--- config.mk ---
export PLATFORM = sky130hd
export DESIGN_NAME = aes_host_seq
export DESIGN_NICKNAME = d
export VERILOG_FILES = /design/src/rtl/aes_host_seq.sv
export SDC_FILE = /design/constraint.sdc
export NUM_CORES = 1
export LEC_CHECK = 0
export ABC_AREA = 1
export BUFFER_PORTS_ARGS = -buffer_cell sky130_fd_sc_hd__buf_2
export CORE_AREA = 5 5 304 306
export DETAILED_ROUTE_END_ITERATION = 8
export DIE_AREA = 0 0 309 311
export GPL_ROUTABILITY_DRIVEN = 0
export GPL_TIMING_DRIVEN = 0
export HOLD_SLACK_MARGIN = 0.06
export SLEW_MARGIN = 20
export SYNTH_ARGS = -nofsm -noshare
export SYNTH_HDL_FRONTEND = slang
export SYNTH_SLANG_ARGS = --single-unit
--- constraint.sdc ---
create_clock -name clk -period 2 [get_ports clk]
set_input_delay 0.2 -clock clk [delete_from_list [all_inputs] [get_ports clk]]
set_output_delay 0.2 -clock clk [all_outputs]
set_load 0.05 [all_outputs]
--- src/rtl/aes_host_seq.sv ---
`default_nettype none
// ----------------------------------------------------------------------------
// aes_host_seq : request sequencer for aes_top (key generation, encryption,
//                response capture, response timeout)            rev 1.0
// ----------------------------------------------------------------------------
module aes_host_seq #(
  parameter int               OPC_W     = 2,
  parameter logic [OPC_W-1:0] OPC_KEY   = 2'b01,
  parameter logic [OPC_W-1:0] OPC_ENC   = 2'b10,
  parameter logic [7:0]       RCON_INIT = 8'h01,
  parameter int               TO_CYC    = 64
) (
  input  logic             clk,
  input  logic             nrst,
  input  logic             in_valid_i,
  output logic             in_ready_o,
  input  logic             in_new_key_i,
  input  logic [127:0]     in_key_i,
  input  logic [127:0]     in_pt_i,
  output logic             out_valid_o,
  input  logic             out_ready_i,
  output logic [127:0]     out_ct_o,
  output logic             err_timeout_o,
  input  logic             err_clr_i,
  output logic             key_loaded_o,
  output logic [OPC_W-1:0] opcode_o,
  output logic             start_o,
  output logic [127:0]     key_o,
  output logic [127:0]     plain_text_o,
  output logic [7:0]       r_con_o,
  input  logic             key_ready_i,
  input  logic             cipher_ready_i,
  input  logic             busy_i,
  input  logic [127:0]     cipher_i
);

  localparam int CNT_W = ($clog2(TO_CYC + 1) < 8) ? 8 : $clog2(TO_CYC + 1);
  localparam logic [CNT_W-1:0] CNT_LAST = CNT_W'(TO_CYC - 1);

  typedef enum logic [2:0] {
    S_IDLE     = 3'd0,
    S_KEY_GO   = 3'd1,
    S_KEY_WAIT = 3'd2,
    S_ENC_GO   = 3'd3,
    S_ENC_WAIT = 3'd4
  } state_e;

  state_e             state_q, state_d;
  logic [127:0]       key_q, key_d;
  logic [127:0]       pt_q, pt_d;
  logic [127:0]       ct_q, ct_d;
  logic [OPC_W-1:0]   opcode_q, opcode_d;
  logic               start_q, start_d;
  logic               key_loaded_q, key_loaded_d;
  logic               out_valid_q, out_valid_d;
  logic               err_q, err_d;
  logic [CNT_W-1:0]   cnt_q, cnt_d;
  logic               in_ready;

  assign in_ready = (state_q == S_IDLE) && !out_valid_q && !busy_i;

  always_comb begin
    state_d      = state_q;
    key_d        = key_q;
    pt_d         = pt_q;
    ct_d         = ct_q;
    opcode_d     = opcode_q;
    start_d      = 1'b0;
    key_loaded_d = key_loaded_q;
    out_valid_d  = out_valid_q;
    err_d        = err_q;
    cnt_d        = cnt_q;

    if (err_clr_i) err_d = 1'b0;
    if (out_valid_q && out_ready_i) out_valid_d = 1'b0;

    // start_q/opcode_q are loaded on the edge entering a GO state so the
    // pulse lines up exactly with that state.
    case (state_q)
      S_IDLE: begin
        if (in_valid_i && in_ready) begin
          key_d   = in_key_i;
          pt_d    = in_pt_i;
          start_d = 1'b1;
          if (in_new_key_i || !key_loaded_q || (in_key_i != key_q)) begin
            key_loaded_d = 1'b0;
            opcode_d     = OPC_KEY;
            state_d      = S_KEY_GO;
          end else begin
            opcode_d = OPC_ENC;
            state_d  = S_ENC_GO;
          end
        end
      end
      S_KEY_GO: begin
        cnt_d   = '0;
        state_d = S_KEY_WAIT;
      end
      S_KEY_WAIT: begin
        // a ready arriving on the expiry cycle takes priority over the timeout
        if (key_ready_i) begin
          key_loaded_d = 1'b1;
          opcode_d     = OPC_ENC;
          start_d      = 1'b1;
          state_d      = S_ENC_GO;
        end else if (cnt_q == CNT_LAST) begin
          err_d        = 1'b1;
          key_loaded_d = 1'b0;
          state_d      = S_IDLE;
        end else begin
          cnt_d = cnt_q + CNT_W'(1);
        end
      end
      S_ENC_GO: begin
        cnt_d   = '0;
        state_d = S_ENC_WAIT;
      end
      S_ENC_WAIT: begin
        if (cipher_ready_i) begin
          ct_d        = cipher_i;
          out_valid_d = 1'b1;
          state_d     = S_IDLE;
        end else if (cnt_q == CNT_LAST) begin
          err_d        = 1'b1;
          key_loaded_d = 1'b0;
          state_d      = S_IDLE;
        end else begin
          cnt_d = cnt_q + CNT_W'(1);
        end
      end
      default: state_d = S_IDLE;
    endcase
  end

  always_ff @(posedge clk or negedge nrst) begin
    if (!nrst) begin
      state_q      <= S_IDLE;
      key_q        <= '0;
      pt_q         <= '0;
      ct_q         <= '0;
      opcode_q     <= '0;
      start_q      <= 1'b0;
      key_loaded_q <= 1'b0;
      out_valid_q  <= 1'b0;
      err_q        <= 1'b0;
      cnt_q        <= '0;
    end else begin
      state_q      <= state_d;
      key_q        <= key_d;
      pt_q         <= pt_d;
      ct_q         <= ct_d;
      opcode_q     <= opcode_d;
      start_q      <= start_d;
      key_loaded_q <= key_loaded_d;
      out_valid_q  <= out_valid_d;
      err_q        <= err_d;
      cnt_q        <= cnt_d;
    end
  end

  assign in_ready_o    = in_ready;
  assign out_valid_o   = out_valid_q;
  assign out_ct_o      = ct_q;
  assign err_timeout_o = err_q;
  assign key_loaded_o  = key_loaded_q;
  assign opcode_o      = opcode_q;
  assign start_o       = start_q;
  assign key_o         = key_q;
  assign plain_text_o  = pt_q;
  assign r_con_o       = RCON_INIT;

endmodule
`default_nettype wire

Word-level counts from Yosys, hierarchy flattened

Cells that the tools add are included.

Add/subtract/negate cells: 1
Equal/unequal tests: 11
Muxes and demuxes: 31
Reduce and logical (&&, ||, !) cells: 19

Operators with widths:

| cell                                                  | count |
|---|---|
| inequality test 128 bit                               | 1 |
| two-way mux 8 bit                                     | 3 |
| one-hot mux 8 bit (3 select lines)                    | 1 |
| one-hot mux 3 bit (5 select lines)                    | 1 |
| two-way mux 1 bit                                     | 14 |
| two-way mux 3 bit                                     | 4 |
| adder 8 x 1 -> 8 bit, second input constant           | 1 |
| equality test 8 x 6 -> 1 bit, second input constant   | 1 |
| two-way mux 2 bit                                     | 4 |
| equality test 3 x 2 -> 1 bit, second input constant   | 2 |
| inequality test 2 bit, second input constant          | 3 |
| AND reduction 3 bit                                   | 2 |
| nonzero test 3 bit                                    | 2 |
| logical AND 1 bit                                     | 4 |
| inequality test 2 x 1 -> 1 bit, second input constant | 2 |
| one-hot mux 1 bit (2 select lines)                    | 2 |
| one-hot mux 2 bit (2 select lines)                    | 1 |
| AND reduction 2 bit                                   | 2 |
| AND reduction 4 bit                                   | 1 |
| equality test 3 x 1 -> 1 bit, second input constant   | 1 |
| equality test 3 bit, second input constant            | 1 |
| zero test 1 bit                                       | 3 |
| zero test 3 bit                                       | 1 |
| one-hot mux 1 bit (3 select lines)                    | 1 |
| 3 further kinds                                       | 4 |

Flip-flop bits (word level): 401
Input bits: 393
Logic and storage cells: 72

Longest topological paths before layout

Gate-level depths: netlist of run 1.

Depth after elaboration: 6
Mapped depth: 14
Mapped depth without buffers: 14

Least setup slack after synthesis of run 1

No wires, ideal clock.

Path type: register to register
From: register state_q[0]
To: register key_q[78] (netlist: key_o[78])
Data arrival time: 1.966 ns
Data required time: 1.882 ns
Path slack: -0.084 ns
Stages on the path, launching flop included: 12
Path buffers: 3
Clock period less this slack: 2.084 ns
Path through: dfrtp_1 -> nor2_2 -> inv_2 -> nor2_4 -> inv_2 -> nor3_4 -> nand2_1 -> buf_2 -> buf_6 -> buf_6 -> nand2_1 -> nand2_1

Cells in the longest elaborated chain, start to end: 5

RTL lines:

| element                        | line | text |
|---|---|---|
| start, declared                | 48   | `state_e state_q, state_d;` |
| start signal, assigned         | 148  | `state_q <= state_d;` |
| zero test 3 bit                | 60   | `assign in_ready = (state_q == S_IDLE) && !out_valid_q && !busy_i;` |
| logical AND 1 bit (2 in a row) | 60   |  |
| net in_ready_o                 | 16   | `output logic in_ready_o,` |
| logical AND 1 bit              | 81   | `if (in_valid_i && in_ready) begin` |
| AND reduction 2 bit (no line)  | -    |  |
| end signal, assigned           | 149  | `key_q <= key_d;` |
| end, declared                  | 49   | `logic [127:0] key_q, key_d;` |

The timed path passes the listed nets, and every way through them passes these cells.
A chain may end at the register's enable or synchronous reset.

Worst setup path after layout of run 1

From: register state_q[1]
To: output in_ready_o

Cells in the longest elaborated chain, start to end: 3

RTL lines:

| element                        | line |
|---|---|
| zero test 3 bit                | 60 |
| logical AND 1 bit (2 in a row) | 60 |
| end, declared                  | 16 |

No other way between the ends.

==> results of run 1 <==
[power breakdown]
part,switching [W],internal (W)
registers,0.00276,0.0119
logic,0.0208,0.00714
clock network,0.00364,0.00503
[layout make-up]
| type | count | area, µm² | share of cell area |
|---|---|---|---|
| Inverter | 201 | 772.0 | 0.02669 |
| Sequential cell | 401 | 10030 | 0.3469 |
| Buffer | 78 | 699.4 | 0.02418 |
| Timing Repair Buffer | 1193 | 8071 | 0.2790 |
| Multi-Input combinational cell | 1287 | 6334 | 0.2189 |
| Clock inverter | 15 | 195.2 | 0.006747 |
| Tap cell | 1176 | 1471 | 0.05086 |
| Antenna cell | 8 | 20.02 | 0.0006920 |
| Clock buffer | 67 | 1331 | 0.04602 |
[stage by stage]
stage | instances | setup TNS [ps] | area [µm²] | util | setup WS (ps)
floorplan | 1967 | -6538 | 17560 | - | -48.29
global placement | 3926 | -3289000 | 22950 | 0.2569 | -8011
detailed placement | 3930 | -123740 | 23070 | 0.2583 | -583.2
CTS | 4410 | -81.64 | 28680 | 0.3211 | -70.20
global route | 4424 | -7014 | 28920 | 0.3238 | -138.5
finish | 4426 | -46.08 | 28930 | 0.3239 | -38.05
[flip-flops by register name, indices dropped and copies added (netlist names), 2 cells and up]
name / flops
cnt_q: 8
key_o: 128
opcode_o: 2
out_ct_o: 128
plain_text_o: 128
state_q: 3
[logic make-up after synthesis]
group                    count (synthesis)  synth area share
AND/OR/NAND/NOR                        973            0.2146
multiplexers                           128           0.08229
flip-flops                             401            0.5729
other                                    2         0.0004287
adder cells (fa/ha/maj)                  1         0.0007142
XOR/XNOR                                28           0.01400
AO/OA/AOI/OAI                          149           0.04364
buffers and inverters                  279           0.07150
[Yosys cell counts, types with 5 or more instances]
master / instances / area [µm²]
o21ai_0: 136 / 680.7
xnor2_1: 22 / 192.7
inv_2: 5 / 18.77
nand2_1: 854 / 3206
dfrtp_1: 401 / 10030
inv_1: 196 / 735.7
nand3_1: 14 / 70.07
xor2_1: 6 / 52.55
mux2_2: 128 / 1441
buf_6: 11 / 123.9
nor2_1: 84 / 315.3
clkbuf_1: 15 / 56.30
buf_4: 23 / 172.7
nand4_1: 7 / 43.79
buf_2: 29 / 145.1
[repair_timing]
item                       in CTS  in global routing
gates resized for setup        42                 91
hold buffers                  388                  0
hold endpoints to repair      465                  0
buffers inserted               10                  8
pin swaps                       3                  4
setup endpoints to repair     387                312
[worst max-delay path, delay by kind of cell (launching register included)]
family / cells / cell delay (ps)
buffers and inverters: 4 / 430
flip-flops: 1 / 420
AND/OR/NAND/NOR: 3 / 400
[metal layers]
metal	global-route usage	wire [µm]	vias to the layer above
met5	0	10	-
met4	0.06820	3521	2
met3	0.04356	5969	187
met2	0.2550	35970	730
met1	0.1683	28970	8338
li1	-	-	8498
[worst paths after layout]
| kind | start | to | slack [ps] | cells past startpoint |
|---|---|---|---|---|
| max | state_q[1] | in_ready_o | -40 | 7 |
| min | key_ready_i | state_q[0] | 130 | 5 |
| max reg2reg | state_q[1] | plain_text_o[20] | -10 | 12 |
| min reg2reg | plain_text_o[53] | plain_text_o[53] | 460 | 2 |
| max in group asynchronous | nrst | out_ct_o[119] | 460 | 4 |
| min in group asynchronous | nrst | key_o[67] | 250 | 2 |
==> summary.txt, run 1 <==
Status
  – Status: complete, but fails checks
  – Failing checks: negative setup slack

Synthesis
  – Post-synth ARST share: 1.000
  – Unique cell type count in the Yosys netlist: 34
  – Post-synth top flop: dfrtp_1
  – Synth warn: 0
  – EDFF count, synth: 0
  – Post-synthesis instance total: between 1,500 and 2,000
  – Register area share after synthesis: 0.5729
  – Synth Area per Inst: between 8 and 9 µm²
  – Mapped Area: around 18,000 µm²
  – Yosys reg bits: approximately 400

Clock network
  – CTS tree: yes
  – Root buffer cell: clkbuf_16
  – Max Buffers Root-to-Sink: 3
  – Clock Sinks: 401
  – CTS buffer count: between 40 and 50
  – Worst-path clk slew: about 60 ps
  – Clock Latency Late Sink: 590 ps
  – H-tree Lvls: 2

Setup path
  – Critical Path Max Stage Delay: between 400 and 500 ps
  – Setup crit start kind: flip-flop
  – Critical path peak fanout: 4
  – Critical Path AT: roughly 1800 ps
  – Crit Path Class: flip-flop to primary output
  – CP required: roughly 1800 ps
  – CP Capture Type: primary output
  – CP dominant cell by count: nor2_4
  – Worst path slowest cell: dfrtp_1
  – Crit-path cells: nor2_4 -> inv_2 -> nor2_4 -> inv_4 -> nor3_4 -> buf_6 -> buf_8

Die
  – Starting Density: 0.1961
  – IO Count: 792
  – Num rows: 110
  – Chip Width: between 300 and 400 µm
  – Core Area: 89,320 µm²
  – Die area: between 90,000 and 100,000 µm²
  – Die H: 311 µm

Cells and area
  – Most common cell after layout, fill and taps aside: nand2_1
  – Nets: roughly 3,600
  – # fillers: roughly 9,000
  – Layout cells sized above 1: 0.3442
  – Area Growth Syn to Fin: 65.15%
  – Most frequent cells in the layout: nand2_1, buf_2, dfrtp_1

GRT
  – First-pass GRT wire length: between 100,000 and 150,000 µm
  – Number of global-route vias before repair: approximately 19,000
  – Gr ovfl total: 0
  – Initial antenna violation count: 11
  – Largest net degree at the start of global routing: 92
  – GRT Overall Usage: 0.1479

Drt
  – Wire per inst: around 17 µm
  – DRT iter0 DRCs: approximately 1,100
  – Vias: 17,760
  – Antenna Nets Post-Route: 0
  – TritonRoute pass-1 iters: 5
  – DRC violation count after routing: 0
  – Vias per inst: 4.012
  – Routed WL: about 74,000 µm

STA
  – Max-slew violations: 0
  – Hold_ws: approximately 130 ps
  – Fmax: between 0.4 and 0.5 GHz
  – Final min period: around 2000 ps
  – Tcrit/Tclk final: 1.019
  – Slew @ Worst Pin: 707.7 ps
  – Max transition margin: 0.5282
  – Final setup violating endpoints: 3
  – Worst setup margin: -38.05 ps
  – Final Hold Fails: 0
  – RSZ-0062 raised after global routing: true
  – Clock skew: between 15 and 20 ps

Place
  – HPWL after detailed placement: around 55,000 µm
  – Port-buffer cells: ~780

Pwr
  – Total chip power: ~0.05 W
  – Leak Pwr: around 15 nW
  – Pwr/cell area: 1774 nW/µm²
  – VDD IR-drop max: 1.549 mV

Run
  – Max-cap violations: 0

Worst hold path
  – Hold Crit Class: input pin to flip-flop
No activity file was read; power rests on OpenSTA's default activity.
==> inputs of run 2 (changes only) <==
--- a/config.mk
+++ b/config.mk
@@ -12,7 +12,7 @@
 export DIE_AREA = 0 0 309 311
 export GPL_ROUTABILITY_DRIVEN = 0
 export GPL_TIMING_DRIVEN = 0
-export HOLD_SLACK_MARGIN = 0.06
+export HOLD_SLACK_MARGIN = 0.15
 export SLEW_MARGIN = 20
 export SYNTH_ARGS = -nofsm -noshare
 export SYNTH_HDL_FRONTEND = slang
==> summary.txt, run 2 (synthesis results as in run 1) <==
Status
  – Status: complete, but fails checks
  – Failing checks: negative setup slack

Setup path
  – CP required: 1800 ps (about the same)
  – Setup crit start kind: flip-flop
  – Crit Path Class: flip-flop to primary output
  – Critical path peak fanout: 4 (unchanged)
  – CP Capture Type: primary output
  – Critical Path AT: 1840 ps (about the same)

STA
  – Max transition margin: 0.5318 (+0.003588)
  – Clock skew: 19.20 ps (+0.4074 ps)
  – Final min period: 2044 ps (+5.486 ps)
  – Tcrit/Tclk final: 1.022 (+0.002743)
  – Final setup violating endpoints: 6 (+3)
  – Worst setup margin: -43.53 ps (-5.486 ps)
  – Slew @ Worst Pin: 702.3 ps (-5.381 ps)
  – Final TNS setup: -88.36 ps (-42.28 ps)
  – Final Hold Fails: 0 (unchanged)
  – Fmax: 0.4893 GHz (-0.27%)
  – RSZ-0062 raised after global routing: true
  – Max-slew violations: 0 (unchanged)
  – Hold_ws: 248.8 ps (+123.0 ps)

Clock network
  – CTS tree: yes
  – Root buffer cell: clkbuf_16
  – CTS buffer count: 47 (unchanged)
  – Worst-path clk slew: 60 ps (about the same)
  – H-tree Lvls: 2 (unchanged)
  – Clock Sinks: 401 (unchanged)
  – Max Buffers Root-to-Sink: 3 (unchanged)
  – Clock Latency Late Sink: 600 ps (about the same)

Place
  – HPWL after detailed placement: 54,990 µm (unchanged)
  – Area after DPL: 23,070 µm² (unchanged)
  – Port-buffer cells: 783 (unchanged)
  – DP Cell Count: 3,930 (unchanged)
  – Post-Place Setup Slack: -583.2 ps (unchanged)

Drt
  – Vias: 17,800 (+0.25%)
  – Routed WL: 74,560 µm (+0.15%)
  – Antenna Nets Post-Route: 0 (unchanged)
  – DRT iter0 DRCs: 1,237 (+8.4%)
  – Vias per inst: 4.018 (+0.16%)
  – DRC violation count after routing: 0 (unchanged)
  – TritonRoute pass-1 iters: 5 (unchanged)
  – Wire per inst: 16.83 µm (about the same)

Cells and area
  – Nets: 3,607 (+0.11%)
  – Non-Filler Instances: 4,430 (+0.090%)
  – Final instance area: 28,980 µm² (+0.18%)
  – Most frequent cells in the layout: nand2_1, buf_2, dfrtp_1
  – # fillers: 9,025 (-0.078%)
  – Most common cell after layout, fill and taps aside: nand2_1
  – Area Growth Syn to Fin: 65.44%
  – Layout cells sized above 1: 0.3438 (-0.0004242)

Die
  – IO Count: 792 (unchanged)
  – Starting Density: 0.1961 (unchanged)
  – Chip Width: 309 µm (unchanged)
  – Core Area: 89,320 µm² (unchanged)
  – Die H: 311 µm (unchanged)
  – Num rows: 110 (unchanged)
  – Die area: 96,100 µm² (unchanged)

Run
  – Max-cap violations: 0 (unchanged)

Worst hold path
  – Hold Crit Class: input pin to async pin

Pwr
  – Leak Pwr: 15.50 nW (+0.21%)
  – VDD IR-drop max: 1.546 mV (-0.22%)
  – Pwr/cell area: 1775 nW/µm² (about the same)

GRT
  – Gr ovfl total: 0 (unchanged)
  – Largest net degree at the start of global routing: 92 (unchanged)
  – Number of global-route vias before repair: 18,800 (-0.021%)
  – GRT Overall Usage: 0.1478 (about the same)
  – First-pass GRT wire length: 111,100 µm (about the same)
  – Initial antenna violation count: 9 (-2)
[run 2: cell types whose count changed in the layout (fill, tap and decap cells not counted), moves of 2 or more]
cell / before / now
buf_4: 41 / 44
clkbuf_4: 10 / 8
dlygate4sd3_1: 388 / 391
nor2_2: 6 / 4
o21ai_0: 113 / 104
o21ai_1: 23 / 32
[run 2: through the flow]
step,total power (W),util
after global routing,0.05414,0.3244
final,0.05143,0.3244
after floorplan,0.03345,-
after detailed placement,0.04131,0.2583
after global placement,0.04099,0.2569
after CTS,0.05118,0.3214
[run 2: power by group]
| part | switching (W) | total [W] | internal (W) |
|---|---|---|---|
| registers | 0.00276 | 0.0147 | 0.0119 |
| logic | 0.0209 | 0.0281 | 0.00718 |
| clock network | 0.00365 | 0.00868 | 0.00503 |
[run 2: final cells by class]
type                            instances  area [µm²]  share of cell area
Tap cell                             1176        1471             0.05077
Multi-Input combinational cell       1287        6341              0.2188
Timing Repair Buffer                 1197        8113              0.2799
Clock inverter                         15       195.2            0.006735
Antenna cell                            8       20.02           0.0006908
Buffer                                 78       701.9             0.02422
Clock buffer                           67        1331             0.04594
Sequential cell                       401       10030              0.3463
Inverter                              201       772.0             0.02664
[run 2: final timing paths]
check / from / endpoint / slack [ps] / cells after the start
worst min-delay path: nrst / key_o[67] / 250 / 2
worst min register to register: plain_text_o[53] / plain_text_o[53] / 460 / 2
worst max-delay path: state_q[1] / in_ready_o / -40 / 7
max in group asynchronous: nrst / out_ct_o[119] / 470 / 4
min in group clk: in_new_key_i / state_q[1] / 280 / 10
worst max register to register: state_q[1] / plain_text_o[20] / -20 / 12
[run 2: what timing repair did]
action,4_1_cts,5_1_grt
setup endpoints to repair,387,314
buffers inserted,10,9
pin swaps,3,5
resized for setup,42,108
hold buffers,391,0
hold endpoints to repair,473,0
[run 2: routing by layer]
layer	global-route usage	share of wire	vias to the layer above	wire length (µm)
li1	-	-	8525	-
met1	0.1684	0.39	8308	28750
met2	0.2546	0.48	773	35970
met3	0.04363	0.084	191	6270
met4	0.06810	0.048	2	3553
met5	0	0.00013	-	10
[run 2: worst max-delay path, stage by stage (launching register included)]
cell     delay [ps]
dfrtp_1         410
nor2_4          170
inv_2            60
nor2_4          120
inv_4            70
nor3_4          120
buf_6           150
buf_8           150
